==> src/rtl/tm1638_key_mapper.sv <==
// tm1638_key_mapper: turns raw TM1638 key-scan words into a display image
// (segments + LEDs) in MIRROR / TOGGLE / COUNT mode. Each changed image is
// offered to the driver on a valid/ready handshake. All state updates on the
// falling edge of i_Clk; i_Rst is synchronous, active-high.
// Optional feature: define TM1638_KEYS_DEBOUNCE_EN to insert a per-key
// debouncer requiring DEBOUNCE_SAMPLES equal consecutive samples.

`ifdef TM1638_KEYS_DEBOUNCE_EN
// One key lane: tracks a candidate level and how many valid samples in a row
// agreed with it; reports the accepted level for this edge.
module tm1638_key_debounce #(
    parameter int SAMPLES = 3
) (
    input  logic i_Clk,
    input  logic i_Rst,
    input  logic i_Sample,
    input  logic i_Raw,
    input  logic i_Stable,
    output logic o_Stable_d
);
    logic       cand_q, cand_d;
    logic [3:0] cnt_q, cnt_d;

    // next candidate/count, and the level accepted on this sample
    always_comb begin
        cand_d     = cand_q;
        cnt_d      = cnt_q;
        o_Stable_d = i_Stable;
        if (i_Sample) begin
            if (i_Raw == cand_q) begin
                cnt_d = (cnt_q == 4'hF) ? cnt_q : cnt_q + 4'd1;
            end else begin
                cand_d = i_Raw;
                cnt_d  = 4'd1;
            end
            if (cnt_d >= 4'(SAMPLES)) o_Stable_d = cand_d;
        end
    end

    // candidate and run-length registers
    always_ff @(negedge i_Clk) begin
        if (i_Rst) begin
            cand_q <= 1'b0;
            cnt_q  <= 4'd0;
        end else begin
            cand_q <= cand_d;
            cnt_q  <= cnt_d;
        end
    end
endmodule
`endif

module tm1638_key_mapper #(
    parameter int NUM_GRIDS        = 8,
    parameter int SPI_READ_WIDTH   = 32,
    parameter int DEBOUNCE_SAMPLES = 3
) (
    input  logic                      i_Clk,
    input  logic                      i_Rst,
    input  logic [SPI_READ_WIDTH-1:0] i_Data,
    input  logic                      i_Data_Valid,
    input  logic [1:0]                i_Mode,
    input  logic                      i_Ready,
    output logic [NUM_GRIDS*8-1:0]    o_Segments,
    output logic [NUM_GRIDS-1:0]      o_Leds,
    output logic                      o_Valid
);
    localparam int STRIDE = SPI_READ_WIDTH / NUM_GRIDS;
    localparam logic [1:0] MODE_TOGGLE = 2'd1;
    localparam logic [1:0] MODE_COUNT  = 2'd2;

    typedef enum logic [1:0] {IDLE, APPLY, SEND} state_t;

    state_t                          state_q, state_d;
    logic [NUM_GRIDS-1:0]            raw_keys;
    logic [NUM_GRIDS-1:0]            stable_q, stable_d;
    logic [NUM_GRIDS-1:0]            pend_q, pend_d;     // presses not yet applied
    logic                            chg_q, chg_d;       // image needs refresh
    logic [NUM_GRIDS-1:0]            tog_q, tog_d;
    logic [NUM_GRIDS-1:0][3:0]       ctr_q, ctr_d;
    logic [1:0]                      mode_q, mode_d;
    logic [NUM_GRIDS-1:0][7:0]       seg_q, seg_d;
    logic [NUM_GRIDS-1:0]            led_q, led_d;
    logic                            valid_q, valid_d;

    // Only one bit per key slot of the scan word is meaningful.
    logic unused_data;
    assign unused_data = ^i_Data;

    for (genvar k = 0; k < NUM_GRIDS; k++) begin : g_tap
        assign raw_keys[k] = i_Data[k*STRIDE];
    end

`ifdef TM1638_KEYS_DEBOUNCE_EN
    for (genvar k = 0; k < NUM_GRIDS; k++) begin : g_db
        tm1638_key_debounce #(.SAMPLES(DEBOUNCE_SAMPLES)) u_db (
            .i_Clk      (i_Clk),
            .i_Rst      (i_Rst),
            .i_Sample   (i_Data_Valid),
            .i_Raw      (raw_keys[k]),
            .i_Stable   (stable_q[k]),
            .o_Stable_d (stable_d[k])
        );
    end
`else
    // Without debounce every fresh scan is taken at face value.
    logic unused_cfg;
    assign unused_cfg = (DEBOUNCE_SAMPLES != 0);
    assign stable_d   = i_Data_Valid ? raw_keys : stable_q;
`endif

    // 7-segment hex glyphs, bit0=a .. bit6=g, dp clear
    function automatic logic [7:0] hex_font(input logic [3:0] v);
        case (v)
            4'h0: hex_font = 8'h3F;  4'h1: hex_font = 8'h06;
            4'h2: hex_font = 8'h5B;  4'h3: hex_font = 8'h4F;
            4'h4: hex_font = 8'h66;  4'h5: hex_font = 8'h6D;
            4'h6: hex_font = 8'h7D;  4'h7: hex_font = 8'h07;
            4'h8: hex_font = 8'h7F;  4'h9: hex_font = 8'h6F;
            4'hA: hex_font = 8'h77;  4'hB: hex_font = 8'h7C;
            4'hC: hex_font = 8'h39;  4'hD: hex_font = 8'h5E;
            4'hE: hex_font = 8'h79;  default: hex_font = 8'h71;
        endcase
    endfunction

    // FSM next state, image build in APPLY, event accumulation, mode changes
    always_comb begin
        state_d = state_q;
        pend_d  = pend_q;
        chg_d   = chg_q;
        tog_d   = tog_q;
        ctr_d   = ctr_q;
        mode_d  = mode_q;
        seg_d   = seg_q;
        led_d   = led_q;
        valid_d = valid_q;

        unique case (state_q)
            IDLE: begin
                if (chg_q) state_d = APPLY;
            end
            APPLY: begin
                for (int k = 0; k < NUM_GRIDS; k++) begin
                    if (pend_q[k]) begin
                        if (mode_q == MODE_TOGGLE) tog_d[k] = ~tog_q[k];
                        if (mode_q == MODE_COUNT)  ctr_d[k] = ctr_q[k] + 4'd1;
                    end
                end
                for (int k = 0; k < NUM_GRIDS; k++) begin
                    case (mode_q)
                        MODE_TOGGLE: begin
                            led_d[k] = tog_d[k];
                            seg_d[k] = hex_font({3'd0, tog_d[k]});
                        end
                        MODE_COUNT: begin
                            led_d[k] = (ctr_d[k] != 4'd0);
                            seg_d[k] = hex_font(ctr_d[k]);
                        end
                        default: begin
                            led_d[k] = stable_q[k];
                            seg_d[k] = stable_q[k] ? (hex_font(4'(k)) | 8'h80) : 8'h00;
                        end
                    endcase
                end
                pend_d  = '0;
                chg_d   = 1'b0;
                valid_d = 1'b1;
                state_d = SEND;
            end
            SEND: begin
                if (i_Ready) begin
                    valid_d = 1'b0;
                    state_d = chg_q ? APPLY : IDLE;
                end
            end
            default: state_d = IDLE;
        endcase

        // new edges always land in the mask, even on the APPLY edge
        pend_d = pend_d | (stable_d & ~stable_q);
        if (stable_d != stable_q) chg_d = 1'b1;

        // mode switch restarts toggle/count state; shown at the next APPLY
        if (i_Mode != mode_q) begin
            mode_d = i_Mode;
            tog_d  = '0;
            ctr_d  = '0;
            chg_d  = 1'b1;
        end
    end

    // state registers
    always_ff @(negedge i_Clk) begin
        if (i_Rst) begin
            state_q  <= IDLE;
            stable_q <= '0;
            pend_q   <= '0;
            chg_q    <= 1'b0;
            tog_q    <= '0;
            ctr_q    <= '0;
            mode_q   <= 2'd0;
            seg_q    <= '0;
            led_q    <= '0;
            valid_q  <= 1'b0;
        end else begin
            state_q  <= state_d;
            stable_q <= stable_d;
            pend_q   <= pend_d;
            chg_q    <= chg_d;
            tog_q    <= tog_d;
            ctr_q    <= ctr_d;
            mode_q   <= mode_d;
            seg_q    <= seg_d;
            led_q    <= led_d;
            valid_q  <= valid_d;
        end
    end

    assign o_Segments = seg_q;
    assign o_Leds     = led_q;
    assign o_Valid    = valid_q;
endmodule
==> config.mk <==
export PLATFORM = sky130hd
export DESIGN_NAME = tm1638_key_mapper
export DESIGN_NICKNAME = d
export VERILOG_FILES = /design/src/rtl/tm1638_key_mapper.sv
export SDC_FILE = /design/constraint.sdc
export NUM_CORES = 1
export LEC_CHECK = 0
export ABC_AREA = 1
export BUFFER_PORTS_ARGS = -buffer_cell sky130_fd_sc_hd__buf_2
export CORE_ASPECT_RATIO = 1.2
export CORE_MARGIN = 10
export CORE_UTILIZATION = 62
export DETAILED_ROUTE_END_ITERATION = 8
export PLACE_DENSITY = 0.85
export SETUP_SLACK_MARGIN = 0.4
export SLEW_MARGIN = 20
export SYNTH_ARGS = -nofsm -noshare
export SYNTH_HDL_FRONTEND = slang
export SYNTH_SLANG_ARGS = --single-unit
==> constraint.sdc <==
create_clock -name i_Clk -period 3.8 [get_ports i_Clk]
set_input_delay 0.19 -clock i_Clk [delete_from_list [all_inputs] [get_ports i_Clk]]
set_output_delay 0.19 -clock i_Clk [all_outputs]
set_load 0.02 [all_outputs]
Word level (Yosys, flattened, before mapping)
Memories as Yosys holds them, arrays and structs flattened.
Index checks and enable logic that the tools add are counted.
Storage, ports and cells
  logic and storage cells: 172
  memory bits (read-only): 896
  register bits: 134
  memories: 8
Cells by class
  mux-type cells: 91
  eq/ne operators: 8
  bitwise gates (word level): 19
  reduce and logical (&&, ||, !) cells: 14
  add/sub/neg operators: 8
Memory list
  (name not given): words 16, bits a word 7, rd ports 1, clocked after Yosys merged registers in 0, write ports 0, RTL line 114  | case (v)
  (name not given): words 16, bits a word 7, rd ports 1, clocked after Yosys merged registers in 0, write ports 0, RTL line 114
  (name not given): words 16, bits a word 7, rd ports 1, clocked after Yosys merged registers in 0, write ports 0, RTL line 114
  (name not given): words 16, bits a word 7, rd ports 1, clocked after Yosys merged registers in 0, write ports 0, RTL line 114
  (name not given): words 16, bits a word 7, rd ports 1, clocked after Yosys merged registers in 0, write ports 0, RTL line 114
  (name not given): words 16, bits a word 7, rd ports 1, clocked after Yosys merged registers in 0, write ports 0, RTL line 114
  2 more memories
Operators by type and width (number)
  8-bit case mux with 2 select lines: 16
  4-bit 2-to-1 mux: 24
  8-bit 2-to-1 mux: 10
  4-bit by 1-bit adder with 4-bit output (second input constant): 8
  4-bit nonzero test: 8
  1-bit 2-to-1 mux: 29
  1-bit case mux with 2 select lines: 9
  1-bit inverter: 16
  8-bit AND: 1
  8-bit != test: 1
  8-bit inverter: 1
  8-bit OR: 1
  2-bit case mux with 3 select lines: 1
  2-bit by 1-bit equality test with 1-bit output (second input constant): 2
  2-bit equality test (second input constant): 2
  2-bit 2-to-1 mux: 2
  2-bit != test (second input constant): 2
  2-bit AND reduction: 2
  3-bit nonzero test: 1
  2-bit logical NOT: 1
  2-bit != test: 1
  2-bit nonzero test: 1
  2-bit OR reduction: 1

Longest topological paths before layout
Gate-level depths: netlist of run 1.
  depth in word-level cells: 7
  depth in mapped cells: 15

==> results.yml, run 1 <==
place:
  pre_cts_ws_ns: 0.228
  placed_cells: 1432
  hpwl_mm: 15.7
  gp_congestion: 0.930
  port_buffers: 86
pwr:
  p_leak_nw: 5.23
  swShare_pct: 32.7
  peakVddDrop_v: 0.000313
  power.total_mw: 4.31
  power_frac_comb_pct: 12.0
  p_int_mw: 2.90
  p_sw_mw: 1.41
  power_frac_seq_pct: 35.5
  power_density_mw_per_mm2: 436
  clock_power_share_pct: 52.6
logic_synthesis:
  synth_top_area_share_pct: 32.6
  synth-seq-cells: 134
  yosys_warnings: 0
  syn-instance-count: 1212
  synthTopCellsByArea: "dfxtp_1 33%, nand2_1 14%, ha_1 10%"
  seq_area_frac_synth_pct: 32.6
  synth_area_leader_cell: "dfxtp_1"
  syn-mean-instance-area_um2: 6.79
  netlist_area_mm2: 0.00822
  syn-num-nets: 1317
  yosysUniqueCellTypes: 34
floorplan:
  fp.dieArea_mm2: 0.0183
  fp-row-count: 46
  die-width_um: 125
  start_util_pct: 62.7
  core_area_mm2: 0.0131
  die_h_um: 146
  pin_count: 111
grt:
  track_usage_pct: 25.1
  grt_pass1_vias: 8801
  grt_start_max_net_pins: 70
  grt_pass1_wl_mm: 39.4
  grt_overflow: 0
  antenna_found_initial: 0
layout:
  fillers: 1017
  n_antenna_cell: 0
  fin_cells: 1595
  syn_to_final_growth_pct: 20.2
  drive_gt1_share_pct: 11.6
  fin_util_pct: 75.3
  fin_nets: 1521
setup_path:
  crit_required_ns: 2.22
  critical_path_class: "in -> reg"
  critical_path.slowest_cell: "a2111oi_0"
  crit_family: "buffers and inverters"
  slowest_delay_ns: 0.35
  path_common_cell: "nand2_1"
  end_kind: "flip-flop"
  worstPathMaxFanout: 9
  path_cells: "buf_2, inv_1, nand2_1, nand2_1, ha_1, nand4_1, a2111oi_0, nor2_1"
  startpoint_type: "input pin"
  cp_data_arrival_time_ns: 1.58
  path_buf_inv: 2
sta:
  rsz0062_at_grt: "false"
  hold_violations: 0
  finalSetupViolCount: 0
  slew_headroom_pct: 35.3
  tns_ns: 0
  drv_slew: 0
  finClkSkew_ns: 0.0211
  layout_setup_ws_ns: 0.640
  worst_pin_slew_ns: 0.966
cts:
  worstSkewPairLatency_ns: 0.47
  cts_root_buf: "clkbuf_16"
  ctsHoldBuffers: 0
  cts_tree: "yes"
  htreeDepth: 4
  clockBufferDepth: 2
  path_clk_slew_ns: 0.03
  post-cts-setup-buffers: 0
  clock_sinks: 134
  cts-buffers-inserted: 17
  cts_resized: 0
detailed_routing:
  vias: 9149
  wl_per_cell_um: 14.9
  wl_mm: 23.7
  drt_iter0_drc: 820
  route.detailed.drc: 0
  postRouteAntennaNets: 0
  drt-vias-per-instance: 5.74
  dr.pass1.iters: 6
run_status:
  status: "finished, final reports clean"
run:
  maxCapViolCount: 0
hold_path:
  hold_path.class: "reg -> reg"
==> Yosys cell counts (all sizes together) <==
| library cell | n |
|---|---|
| o211ai | 20 |
| a211oi | 1 |
| clkbuf | 39 |
| a21o | 4 |
| nand2 | 312 |
| a31oi | 7 |
| o21ai | 96 |
| nand3 | 143 |
| xor2 | 4 |
| a2111oi | 1 |
| o21a | 2 |
| nand4 | 11 |
| buf | 11 |
| a21oi | 149 |
| ha | 67 |
| dfxtp | 134 |
| nor2 | 70 |
| o22ai | 1 |
| nand3b | 11 |
| nor3 | 14 |
| o21bai | 8 |
| inv | 106 |
| a311oi | 1 |
==> area by class of cell <==
class / count / area (µm²) / share of cell area, %
Multi-Input combinational cell: 922 / 4950 / 50.0
Sequential cell: 134 / 2680 / 27.1
Clock inverter: 147 / 662 / 6.70
Timing Repair Buffer: 102 / 563 / 5.70
Clock buffer: 17 / 425 / 4.30
Inverter: 105 / 394 / 3.99
Tap cell: 168 / 210 / 2.13
==> logic make-up (layout without fill, tap and decap cells) <==
group                    count (synthesis)  after routing  share of synthesized area [%]
AO/OA/AOI/OAI                          290            290                           19.0
XOR/XNOR                                 4              4                          0.426
adder cells (fa/ha/maj)                 67             67                           10.2
buffers and inverters                  156            371                           7.36
flip-flops                             134            134                           32.6
AND/OR/NAND/NOR                        561            561                           30.4
==> tightest hold or removal path, cell delays in order (launching register included) <==
cell	delay, ns
dfxtp_1	0.29
nand2_1	0.06
a21oi_1	0.05
==> path summary, 6_finish.rpt <==
check / from / to / cells past startpoint / slack [ns]
setup reg to reg: mode_q[0] / o_Segments[5] / 14 / 1.01
hold / removal: o_Segments[6] / o_Segments[6] / 2 / 0.46
setup / recovery: i_Data_Valid / chg_q / 8 / 0.64
hold reg to reg: o_Segments[6] / o_Segments[6] / 2 / 0.46
==> state kept, by name, summed over array words and instances (netlist names) <==
signal,cells
o_Leds,8
chg_q,1
state_q,2
o_Segments,64
mode_q,2
pend_q,8
o_Valid,1
ctr_q,32
tog_q,8
stable_q,8
==> power groups by stage <==
| stage | sequential [mW] | clock, mW | combinational (mW) |
|---|---|---|---|
| 2_1_floorplan | 1.58 | 0.215 | 0.318 |
| 3_3_place_gp | 1.54 | 0.215 | 0.491 |
| 3_5_place_dp | 1.54 | 0.215 | 0.501 |
| 4_1_cts | 1.53 | 2.30 | 0.510 |
| 5_1_grt | 1.53 | 2.45 | 0.574 |
| 6_report | 1.53 | 2.27 | 0.515 |
==> per-layer routing <==
metal  global-route usage [%]  part of all wire [%]
met1                     27.1                    40
met2                     42.5                    50
met3                     7.82                   7.6
met4                     14.0                   3.0
met5                        0                     0
==> layout by cell type (no fill, tap or decap), types with 9 or more instances in the layout <==
cell type / count
nand3b_1: 11
buf_2: 86
inv_1: 242
nand3_1: 143
nand2_2: 15
a21oi_1: 149
o211ai_1: 20
nor2_1: 59
ha_1: 67
o21ai_0: 78
dfxtp_1: 134
nor2_2: 9
buf_4: 15
clkbuf_16: 17
nand2_1: 297
o21ai_1: 16
nor3_1: 12
==> stage by stage <==
stage | hold WS [ns] | cell area, µm²
after CTS | 0.459 | 9880
final | 0.455 | 9880
after global placement | 0.451 | 8800
after global routing | 0.475 | 9880
after detailed placement | 0.453 | 8800
after floorplan | 0.442 | 8230
(Power assumes the default switching activity.)
==> run 2, diff against run 1 <==
- CORE_UTILIZATION: 62 -> 59
- PLACE_DENSITY: 0.85 -> 0.81
- clock period: 3.8 -> 3 ns (I/O delays scaled with it)
==> results.yml, run 2 (same netlist as run 1, synthesis figures left out) <==
layout:
  syn_to_final_growth_pct: 25.9
  fin_util_pct: 75.3
  drive_gt1_share_pct: 15.5
  fillers: 1087
  largest_reg_flops: 64
  seqCellArea_mm2: 0.00273
  layout_common_cells: "293 x nand2_1, 235 x inv_1, 149 x a21oi_1"
  n_antenna_cell: 0
  fin_nets: 1529
  layout_commonest_cell: "nand2_1"
  multi_input_area_mm2: 0.00498
detailed_routing:
  wl_mm: 24.3
  dr.pass1.iters: 5
  drt_iter0_drc: 737
  postRouteAntennaNets: 0
  route.detailed.drc: 0
  vias: 9083
  drt-vias-per-instance: 5.66
  wl_per_cell_um: 15.1
cts:
  cts_tree: "yes"
  cts-buffers-inserted: 17
  htreeDepth: 4
  path_clk_slew_ns: 0.05
  cts_root_buf: "clkbuf_16"
  worstSkewPairLatency_ns: 0.47
  clock_sinks: 134
  post-cts-setup-buffers: 0
  clockBufferDepth: 2
floorplan:
  start_util_pct: 59.8
  die-width_um: 128
  die_h_um: 149
  fp-row-count: 47
  core_area_mm2: 0.0138
  fp.dieArea_mm2: 0.0191
  pin_count: 111
grt:
  grt_start_max_net_pins: 115
  track_usage_pct: 24.3
  antenna_found_initial: 1
  grt_overflow: 0
  grt_pass1_vias: 8611
  grt_pass1_wl_mm: 38.9
setup_path:
  cp_data_arrival_time_ns: 2.46
  r2r_end: "o_Segments[13]"
  cp_num_cells: 1
  crit_family: "flip-flops"
  path_cells: "buf_2"
  startpoint_type: "flip-flop"
  critical_path.slowest_cell: "dfxtp_1"
  startpoint: "o_Valid"
  end_kind: "output pin"
  r2r_cells: 14
  path_buf_inv: 1
  endpoint: "o_Valid"
  slowest_delay_ns: 0.32
  worstPathMaxFanout: 2
  r2r_slack_ns: 0.57
  critical_path_class: "reg -> out"
  regToRegStartpoint: "mode_q[0]"
  crit_required_ns: 2.85
place:
  port_buffers: 86
  hpwl_mm: 15.8
  gp_congestion: 0.941
sta:
  drv_slew: 0
  hold_violations: 0
  worst_pin_slew_ns: 0.821
  finalSetupViolCount: 0
  slew_headroom_pct: 45.1
  finClkSkew_ns: 0.0258
  rsz0062_at_grt: "true"
  tns_ns: 0
hold_path:
  hold_path.class: "reg -> reg"
pwr:
  peakVddDrop_v: 0.000366
  p_leak_nw: 5.30
  power_density_mw_per_mm2: 531
run_status:
  status: "finished, final reports clean"
run:
  maxCapViolCount: 0
-- run 2: changes by cell type in the layout (fill, tap and decap cells not counted), moves of 2 or more --
cell	change
o21ai_4	+2
buf_4	+35
inv_4	+3
inv_1	-7
buf_2	-68
nand2_1	-4
nand2_2	+4
clkinv_4	+2
buf_6	+40
dfxtp_2	+36
dfxtp_1	-36
-- run 2: worst min-delay path by stage --
stage                              start              to  slack (ns)  depth (start not counted)
after detailed placement  o_Segments[35]  o_Segments[35]        0.45                          2
after floorplan                    chg_q      state_q[0]        0.46                          2
after global routing      o_Segments[35]  o_Segments[35]        0.48                          2
after CTS                 o_Segments[35]  o_Segments[35]        0.46                          2
final                     o_Segments[35]  o_Segments[35]        0.46                          2
after global placement    o_Segments[60]  o_Segments[60]        0.45                          2
-- run 2: worst reg2reg max path, stage by stage, from the launching register on --
cell     delay (ns)
dfxtp_1        0.32
inv_1          0.12
ha_1           0.21
buf_4          0.20
nand2_2        0.10
o21ai_1        0.44
inv_1          0.16
ha_1           0.26
inv_1          0.06
nand2_1        0.07
nand3_1        0.09
nand3_1        0.07
nand2_1        0.06
nand2_1        0.05
a21oi_1        0.14
-- run 2: layout make-up --
| class | instances | area share [%] |
|---|---|---|
| clock buffer | 17 | 4.11 |
| clock inverter | 147 | 6.32 |
| inverter | 105 | 3.85 |
| multi-input combinational | 922 | 48.1 |
| sequential | 134 | 26.3 |
| tap | 171 | 2.07 |
| timing repair buffer | 110 | 9.23 |
-- run 2: power breakdown --
part | internal (mW) | total, mW | switching (mW)
Sequential | 1.88 | 1.95 | 0.0697
Clock | 1.53 | 2.85 | 1.32
Combinational | 0.251 | 0.706 | 0.456
-- run 2: metal layers --
| layer | global-route usage [%] | share of wire [%] | vias up |
|---|---|---|---|
| li1 | - | - | 4505 |
| met1 | 27.3 | 40 | 4151 |
| met2 | 40.4 | 51 | 368 |
| met3 | 7.25 | 6.9 | 57 |
| met4 | 13.1 | 2.2 | 2 |
| met5 | 0 | 0.054 | - |
-- run 2: what timing repair did --
item | 4_1_cts | 5_1_grt
endpoints found under the setup margin | 35 | 70
hold endpoints to repair | 0 | 0
hold buffers | 0 | 0
pin swaps | 0 | 0
resized for setup | 49 | 100
-- run 2: per-stage QoR --
stage / setup slack (ns) / hold slack [ns] / area (µm²) / cells / power (mW)
global route: 0.321 / 0.478 / 10400 / 1606 / 5.83
finish: 0.393 / 0.456 / 10400 / 1606 / 5.50
global placement: 0.0911 / 0.452 / 8890 / 1443 / 2.86
floorplan: 0.267 / 0.456 / 8260 / 1212 / 2.68
CTS: 0.400 / 0.457 / 10100 / 1606 / 5.49
detailed placement: 0.0586 / 0.452 / 8890 / 1443 / 2.87
==> run 3, diff against run 2 <==
- REMOVE_ABC_BUFFERS: default -> 1
==> results.yml, run 3 (same netlist as run 1, synthesis figures left out) <==
layout:
  syn_to_final_growth_pct: 28.8
  drive_gt1_share_pct: 17.3
  finalInstanceArea_mm2: 0.0106
  layout_common_cells: "291 x nand2_1, 235 x inv_1, 149 x a21oi_1"
  largest_reg_flops: 64
  fin_util_pct: 77.0
  fin_nets: 1533
  layout_commonest_cell: "nand2_1"
setup_path:
  path_cells: "buf_4"
  crit_family: "flip-flops"
  path_buf_inv: 1
  startpoint_type: "flip-flop"
  crit_required_ns: 2.85
  critical_path_class: "reg -> out"
  worstPathMaxFanout: 2
  slowest_delay_ns: 0.35
  critical_path.slowest_cell: "dfxtp_1"
  end_kind: "output pin"
  cp_data_arrival_time_ns: 2.47
cts:
  clockBufferDepth: 2
  path_clk_slew_ns: 0.04
  cts_root_buf: "clkbuf_16"
  cts-buffers-inserted: 17
  htreeDepth: 4
  cts_tree: "yes"
  ctsHoldBuffers: 0
  clock_sinks: 134
  worstSkewPairLatency_ns: 0.48
sta:
  hold_violations: 0
  hold_slack_ns: 0.460
  rsz0062_at_grt: "true"
  finalSetupViolCount: 0
  finClkSkew_ns: 0.0293
  drv_slew: 0
  slew_headroom_pct: 61.3
  worst_pin_slew_ns: 0.579
detailed_routing:
  dr.pass1.iters: 5
  wl_per_cell_um: 15.5
  postRouteAntennaNets: 0
  drt-vias-per-instance: 5.71
  wl_mm: 25.0
  route.detailed.drc: 0
  vias: 9206
  drt_iter0_drc: 686
place:
  hpwl_mm: 16.0
  gp_congestion: 0.936
  dpl_cell_area_mm2: 0.00888
  port_buffers: 86
grt:
  grt_pass1_wl_mm: 40.2
  grt_start_max_net_pins: 54
  grt_pass1_vias: 8963
  track_usage_pct: 25.3
  grt_overflow: 0
  antenna_found_initial: 1
floorplan:
  pin_count: 111
  start_util_pct: 59.8
  die-width_um: 128
  die_h_um: 149
  core_area_mm2: 0.0138
  fp.dieArea_mm2: 0.0191
  fp-row-count: 47
hold_path:
  hold_path.class: "reg -> reg"
pwr:
  peakVddDrop_v: 0.000467
  power_density_mw_per_mm2: 546
  p_leak_nw: 5.37
run_status:
  status: "finished, final reports clean"
run:
  maxCapViolCount: 0
[run 3: changes by cell type in the layout (fill, tap and decap cells not counted), sizes merged]
cell	previous run	this run
buf	110	114
bufinv	3	5
clkinvlp	3	5
diode	0	1
inv	244	242
[run 3: power by group]
part | total (mW) | leakage [nW] | internal [mW] | switching, mW
logic | 0.727 | 3.23 | 0.264 | 0.463
registers | 1.95 | 1.11 | 1.88 | 0.0744
clock network | 3.11 | 1.03 | 1.72 | 1.38
total | 5.79 | 5.37 | 3.86 | 1.92
[run 3: routing by layer]
metal / up-vias / GRT usage, % / wire length (µm)
li1: 4500 / - / -
met3: 70 / 8.96 / 1970
met2: 371 / 41.1 / 12500
met5: - / 0 / 0
met4: 0 / 15.8 / 775
met1: 4265 / 27.5 / 9810
[run 3: final cells by class]
cell class,instances,area (µm²)
clock buffers,17,425
fillers,1012,3170
multi-input cells,922,5020
diodes,1,2.50
flip-flops and latches,134,2740
inverters,105,398
well taps,171,214
repair buffers,114,1060
clock inverters,149,731
[run 3: path summary, 6_finish.rpt]
kind                  startpoint        endpoint  slack [ns]  cells after the start
hold / removal     o_Segments[8]   o_Segments[8]        0.46                      2
hold reg to reg    o_Segments[8]   o_Segments[8]        0.46                      2
setup / recovery  o_Segments[19]  o_Segments[19]        0.38                      1
setup reg to reg       mode_q[0]   o_Segments[5]        0.63                     14
[run 3: what timing repair did]
item / 4_1_cts / 5_1_grt
resized for setup: 60 / 141
endpoints found under the hold margin: 0 / 0
endpoints found under the setup margin: 39 / 100
setup buffers: 0 / 2
pin swaps: 0 / 7
[run 3: worst reg2reg max path, stage by stage, from the launching register on]
cell     delay (ns)
dfxtp_1        0.31
inv_1          0.14
ha_1           0.22
buf_6          0.22
nand2_1        0.20
o21ai_4        0.28
inv_1          0.13
ha_1           0.25
inv_1          0.06
nand2_1        0.06
nand3_1        0.08
nand3_1        0.07
nand2_1        0.06
nand2_1        0.05
a21oi_1        0.17
[run 3: through the flow]
step	setup slack, ns	TNS, ns	cells	power [mW]
6_report	0.380	0	1613	5.79
5_1_grt	0.349	0	1613	6.12
4_1_cts	0.400	0	1610	5.74
3_5_place_dp	-0.0169	-0.0169	1445	2.87
3_3_place_gp	0.0197	0	1445	2.86
2_1_floorplan	-2.29	-137.37	1162	2.64
